--- src/rtl/aha_periph_reset_sequencer.sv ---
// Per-peripheral reset sequencer: round-robin arbitration over level reset requests,
// then a gate -> reset -> release -> ungate sequence with a four-phase acknowledge.
module aha_periph_reset_sequencer #(
  parameter int NUM_PERIPH    = 11,
  parameter int GATE_CYCLES   = 4,
  parameter int HOLD_CYCLES   = 16,
  parameter int SETTLE_CYCLES = 8,
  parameter int CNT_W         = 8,
  parameter int IDX_W         = 4
) (
  input  logic                  clk,
  input  logic                  reset,
  input  logic [NUM_PERIPH-1:0] req_i,
  input  logic [NUM_PERIPH-1:0] clk_gate_en_i,
  output logic [NUM_PERIPH-1:0] ack_o,
  output logic [NUM_PERIPH-1:0] periph_rst_n_o,
  output logic [NUM_PERIPH-1:0] clk_en_o,
  output logic                  busy_o,
  output logic [IDX_W-1:0]      active_idx_o
);

  typedef enum logic [2:0] {
    ST_IDLE   = 3'd0,
    ST_GATE   = 3'd1,
    ST_HOLD   = 3'd2,
    ST_SETTLE = 3'd3,
    ST_UNGATE = 3'd4
  } state_t;

  // Loading PARAM-1 gives exactly PARAM cycles in the phase; 2^CNT_W loads all ones.
  localparam logic [CNT_W-1:0] GATE_LD   = CNT_W'(GATE_CYCLES - 1);
  localparam logic [CNT_W-1:0] HOLD_LD   = CNT_W'(HOLD_CYCLES - 1);
  localparam logic [CNT_W-1:0] SETTLE_LD = CNT_W'(SETTLE_CYCLES - 1);
  localparam logic [IDX_W-1:0] LAST_IDX  = IDX_W'(NUM_PERIPH - 1);
  localparam logic [NUM_PERIPH-1:0] ONE_HOT0 = {{(NUM_PERIPH-1){1'b0}}, 1'b1};

  state_t                  state_r, state_nxt_s;
  logic [CNT_W-1:0]        cnt_r, cnt_nxt_s;
  logic [NUM_PERIPH-1:0]   gate_mask_r, gate_mask_nxt_s;
  logic [NUM_PERIPH-1:0]   rst_n_r, rst_n_nxt_s;
  logic [NUM_PERIPH-1:0]   ack_r, ack_nxt_s;
  logic [IDX_W-1:0]        idx_r, idx_nxt_s;
  logic [IDX_W-1:0]        rr_ptr_r, rr_ptr_nxt_s;

  logic [NUM_PERIPH-1:0]   elig_s;
  logic [(2**IDX_W)-1:0]   elig_pad_s;
  logic [IDX_W:0]          sum_s;
  logic [IDX_W-1:0]        cand_s;
  logic                    grant_vld_s;
  logic [IDX_W-1:0]        grant_idx_s;
  logic [NUM_PERIPH-1:0]   grant_oh_s;
  logic [NUM_PERIPH-1:0]   act_oh_s;

  assign elig_s     = req_i & ~ack_r;
  assign grant_oh_s = ONE_HOT0 << grant_idx_s;
  assign act_oh_s   = ONE_HOT0 << idx_r;

  // Round-robin search: first eligible index at or above rr_ptr, wrapping at NUM_PERIPH.
  always_comb begin
    elig_pad_s                   = '0;
    elig_pad_s[NUM_PERIPH-1:0]   = elig_s;
    grant_vld_s                  = 1'b0;
    grant_idx_s                  = '0;
    sum_s                        = '0;
    cand_s                       = '0;
    for (int off = 0; off < NUM_PERIPH; off++) begin
      sum_s  = {1'b0, rr_ptr_r} + (IDX_W+1)'(off);
      sum_s  = (sum_s >= (IDX_W+1)'(NUM_PERIPH)) ? (sum_s - (IDX_W+1)'(NUM_PERIPH)) : sum_s;
      cand_s = sum_s[IDX_W-1:0];
      if (!grant_vld_s && elig_pad_s[cand_s]) begin
        grant_vld_s = 1'b1;
        grant_idx_s = cand_s;
      end else begin
        grant_vld_s = grant_vld_s;
      end
    end
  end

  // Next-state and next-output logic for the sequencer.
  always_comb begin
    state_nxt_s     = state_r;
    cnt_nxt_s       = cnt_r;
    gate_mask_nxt_s = gate_mask_r;
    rst_n_nxt_s     = rst_n_r;
    idx_nxt_s       = idx_r;
    rr_ptr_nxt_s    = rr_ptr_r;
    // A dropped request clears its acknowledge regardless of sequencer state.
    ack_nxt_s       = ack_r & req_i;
    case (state_r)
      ST_IDLE: begin
        if (grant_vld_s) begin
          idx_nxt_s       = grant_idx_s;
          gate_mask_nxt_s = gate_mask_r | grant_oh_s;
          cnt_nxt_s       = GATE_LD;
          rr_ptr_nxt_s    = (grant_idx_s == LAST_IDX) ? {IDX_W{1'b0}} : grant_idx_s + IDX_W'(1);
          state_nxt_s     = ST_GATE;
        end else begin
          state_nxt_s = ST_IDLE;
        end
      end
      ST_GATE: begin
        if (cnt_r == {CNT_W{1'b0}}) begin
          rst_n_nxt_s = rst_n_r & ~act_oh_s;
          cnt_nxt_s   = HOLD_LD;
          state_nxt_s = ST_HOLD;
        end else begin
          cnt_nxt_s = cnt_r - CNT_W'(1);
        end
      end
      ST_HOLD: begin
        if (cnt_r == {CNT_W{1'b0}}) begin
          rst_n_nxt_s = rst_n_r | act_oh_s;
          cnt_nxt_s   = SETTLE_LD;
          state_nxt_s = ST_SETTLE;
        end else begin
          cnt_nxt_s = cnt_r - CNT_W'(1);
        end
      end
      ST_SETTLE: begin
        if (cnt_r == {CNT_W{1'b0}}) begin
          gate_mask_nxt_s = gate_mask_r & ~act_oh_s;
          state_nxt_s     = ST_UNGATE;
        end else begin
          cnt_nxt_s = cnt_r - CNT_W'(1);
        end
      end
      ST_UNGATE: begin
        // A request withdrawn mid-sequence is sampled low here and never acknowledged.
        ack_nxt_s   = ack_nxt_s | (act_oh_s & req_i);
        state_nxt_s = ST_IDLE;
      end
      default: begin
        state_nxt_s     = ST_IDLE;
        gate_mask_nxt_s = {NUM_PERIPH{1'b0}};
        rst_n_nxt_s     = {NUM_PERIPH{1'b1}};
        cnt_nxt_s       = {CNT_W{1'b0}};
      end
    endcase
  end

  // State and output registers with synchronous reset to the safe idle values.
  always_ff @(posedge clk) begin
    if (reset) begin
      state_r     <= ST_IDLE;
      cnt_r       <= {CNT_W{1'b0}};
      gate_mask_r <= {NUM_PERIPH{1'b0}};
      rst_n_r     <= {NUM_PERIPH{1'b1}};
      ack_r       <= {NUM_PERIPH{1'b0}};
      idx_r       <= {IDX_W{1'b0}};
      rr_ptr_r    <= {IDX_W{1'b0}};
    end else begin
      state_r     <= state_nxt_s;
      cnt_r       <= cnt_nxt_s;
      gate_mask_r <= gate_mask_nxt_s;
      rst_n_r     <= rst_n_nxt_s;
      ack_r       <= ack_nxt_s;
      idx_r       <= idx_nxt_s;
      rr_ptr_r    <= rr_ptr_nxt_s;
    end
  end

  assign ack_o          = ack_r;
  assign periph_rst_n_o = rst_n_r;
  assign clk_en_o       = clk_gate_en_i & ~gate_mask_r;
  assign busy_o         = (state_r != ST_IDLE);
  assign active_idx_o   = idx_r;

endmodule
--- config.mk ---
export PLATFORM = sky130hd
export DESIGN_NAME = aha_periph_reset_sequencer
export DESIGN_NICKNAME = d
export VERILOG_FILES = /design/src/rtl/aha_periph_reset_sequencer.sv
export SDC_FILE = /design/constraint.sdc
export NUM_CORES = 1
export LEC_CHECK = 0
export BUFFER_PORTS_ARGS = -buffer_cell sky130_fd_sc_hd__buf_2
export CAP_MARGIN = 20
export CORE_AREA = 2 2 166 168
export CTS_CLUSTER_SIZE = 8
export DETAILED_ROUTE_END_ITERATION = 7
export DIE_AREA = 0 0 168 170
export HOLD_SLACK_MARGIN = 0.06
export PLACE_DENSITY = 0.44
export SKIP_LAST_GASP = 1
export SYNTH_ARGS = -nofsm -noshare
export SYNTH_HDL_FRONTEND = slang
export SYNTH_SLANG_ARGS = --single-unit
--- constraint.sdc ---
create_clock -name clk -period 11.05 [get_ports clk]
set_input_delay 2.21 -clock clk [delete_from_list [all_inputs] [get_ports clk]]
set_output_delay 2.21 -clock clk [all_outputs]
set_load 0.1 [all_outputs]
==> out/summary.txt <==
Critical Path AT -> 6.59 ns
Final worst path period share -> 58.2%
Reg2reg end -> rr_ptr_r[2]$_SDFFE_PP0P_
Setup tns final -> 0 ns
Post_cts resized -> 0
First-pass GRT wire length -> 49.4 mm
Highest metal used -> met4
Hold path depth -> 2
Die Area -> 28600 µm²
Htree depth -> 2
Status -> finished clean
Mean Syn Cell Area -> 7.10 µm²
Cell Area, Synth -> 7640 µm²
Largest family of logic cells by synthesized area -> compound AO/OA/AOI/OAI gates
Yosys reg bits -> 52
Max-slew headroom -> 22.6%
Global Route Usage Sum -> 21.9%
Slew Viols, Final -> 0
Worst setup path class -> input port to register
Die W -> 168 µm
Distinct cells, synth -> 94
# rows -> 60
Routed vias -> 8786
Placer Congestion -> 1.01
Worst R2R Start -> rr_ptr_r[2]$_SDFFE_PP0P_
Fin. Hold Viols -> 0
Routed vias/inst -> 6.21
Mapped Nets -> 1119
Post-CTS setup buffers -> 0
Most numerous cell in the Yosys netlist -> a21oi_1
Wire length per cell -> 22.8 µm
Final setup fails -> 0
LEAKAGE -> 2.89 nW
Total grt overflow -> 0
CTS tree -> done
Vias in the first global route -> 8030
Worst setup path start -> req_i[7]
Crit end category -> register
Adder-cell share of the synthesized area -> 3.11%
Fraction of layout cells with a size suffix above 1 -> 13.6%
Initial Util -> 28.7%
Worst slew pin tran -> 1.16 ns
Simple-Gate Fraction of Synth Area -> 28.6%
TritonCTS Buffers -> 5
Async SR Flop Fraction -> 0%
Post-Syn Instances -> 1076
Vert. Die Dim -> 170 µm
Worst hold endpoint -> gate_mask_r[6]$_SDFFE_PP0P_
EDFF count, synth -> 0
CP max FO -> 11
Fin nets -> 1115
Yosys warns -> 0
F_max -> 155 MHz
Detailed route wirelength on metal2 -> 14.1 mm
RSZ-0062 raised after global routing -> false
Min-delay worst type -> register to register
Xor and xnor area share after synthesis -> 3.80%
Clock slew at reported path FFs -> 0.08 ns
Clock root buffer -> clkbuf_16
Largest net degree at the start of global routing -> 55
Compound-Gate Fraction of Synth Area -> 38.7%
Worst EP required -> 11.20 ns
Worst-Skew Late Latency -> 0.30 ns
Cell Pwr Density -> 382 nW/µm²
Reg2reg path depth -> 16
N_diodes -> 0
Post-synthesis mux area share -> 5.42%
Routed met1 length -> 14.8 mm
Drt total wl -> 32.3 mm
Area Growth Syn to Fin -> 7.87%
DRC -> 0
Initial antenna violation count -> 0
Synth area leader -> dfxtp_1
Final min period -> 6.44 ns
Detailed Routing Iterations Pass 1 -> 8
Worst Setup Start Kind -> input port
Min-delay src -> gate_mask_r[6]$_SDFFE_PP0P_
1st-iter DRT viols -> 846
Sequential element share of the synthesized area -> 13.6%
Final Core Density -> 30.9%
Area contributors post-synth -> dfxtp_1 (14%), a21oi_1 (6.1%), o21ai_0 (4.8%)
Fill cell count -> 2912
Commonest cells post-synth -> a21oi_1 (93), nor2_1 (89), nand2_1 (79)
Max clock buf depth -> 2
Clock sink count -> 52
Share of the synthesized area in the top cell type -> 13.6%
Worst-case clock skew -> 0.0124 ns
Peak VDD IR -> 227 µV
Post-CTS Hold Buffers -> 0
Routed wl met3 -> 2.52 mm
I/O Buffers -> 61
DRT antenna net count -> 0
DP HPWL -> 23.3 mm
Ports -> 62
Flop-to-flop setup slack -> 4.81 ns
Maxcap violations -> 0
Core ar. -> 26700 µm²
Main flop type after synthesis -> dfxtp_1
==> critical path, stage by stage <==
cell and delay (ns):
buf_2 0.11, nor2b_1 0.75, o311ai_0 0.29, a2bb2oi_1 0.31, a21oi_1 0.10, nor4_1 0.60, a21oi_1 0.20, and3_1 0.32
a21oi_1 0.22, o311ai_1 0.14, a21oi_1 0.69, nor2_1 0.15, ha_1 0.32, o211ai_1 0.08, a21oi_1 0.08
==> registers in the layout (all words and copies together), names as in the netlist <==
name and cells:
rr_ptr_r 4, active_idx_o 4, cnt_r 8, state_r 3
periph_rst_n_o 11, gate_mask_r 11, ack_o 11
==> power by group <==
part           total, mW  internal, mW  switching, mW
Combinational       2.67         0.881           1.79
Sequential         0.296         0.233         0.0631
Clock              0.183         0.108         0.0748
==> cells by family after synthesis <==
family,Yosys count
and+or+nand+nor,413
muxes,31
xor gates and xnor gates,29
adders and majority gates,19
AOI/OAI and AO/OA,420
buffers and inverters,112
DFF,52
==> metrics by stage <==
| step | worst slack, ns | hold WS, ns | total power [mW] | instance area [µm²] | std cells |
|---|---|---|---|---|---|
| finish | 4.61 | 0.481 | 3.15 | 8240 | 1414 |
| global placement | 4.43 | 0.469 | 2.93 | 8070 | 1405 |
| CTS | 4.78 | 0.487 | 3.09 | 8240 | 1413 |
| detailed placement | 4.46 | 0.476 | 2.89 | 8070 | 1405 |
| floorplan | 5.30 | 0.450 | 2.27 | 7640 | 1076 |
| global route | 4.33 | 0.505 | 3.36 | 8240 | 1414 |
==> cells in the final DEF, fill, tap and decap left out, drive strengths merged, types with 9 or more instances in the layout <==
cell type | Yosys | routed
nand3b | 10 | 10
nor4 | 16 | 16
nor3 | 33 | 33
o211ai | 33 | 33
ha | 19 | 19
nand2 | 79 | 79
xnor2 | 24 | 24
nor2b | 36 | 36
a221oi | 12 | 12
and3 | 9 | 9
nand3 | 45 | 45
a211oi | 32 | 32
nor2 | 89 | 89
inv | 20 | 21
dfxtp | 52 | 52
mux2i | 20 | 20
a21o | 14 | 14
a31oi | 16 | 16
a21oi | 96 | 96
a22oi | 10 | 10
nand2b | 29 | 29
nor3b | 15 | 15
o21ai | 79 | 79
o22ai | 18 | 18
buf | 43 | 80
or3 | 10 | 10
and2 | 11 | 11
==> per-layer routing <==
metal,GRT usage (%),vias to the layer above
met3,3.02,61
met5,0,-
met2,34.1,403
met4,6.92,0
met1,31.2,4208
li1,-,4114
==> how the worst max path moves through the flow <==
stage,to,cells after the start
after floorplan,clk_en_o[0],1
after global placement,rr_ptr_r[2]$_SDFFE_PP0P_,15
after detailed placement,rr_ptr_r[2]$_SDFFE_PP0P_,15
after CTS,rr_ptr_r[2]$_SDFFE_PP0P_,15
after global routing,rr_ptr_r[2]$_SDFFE_PP0P_,15
final,rr_ptr_r[2]$_SDFFE_PP0P_,15
==> area by class of cell <==
type / instances / area, µm² / share of cell area [%]
clock buffers: 6 / 129 / 1.56
clock inverters: 2 / 38.8 / 0.470
inverters: 21 / 78.8 / 0.956
multi-input cells: 912 / 6080 / 73.8
flip-flops and latches: 52 / 1040 / 12.7
well taps: 341 / 427 / 5.18
repair buffers: 80 / 445 / 5.40
Note: power is estimated with default switching activity, not from simulation.
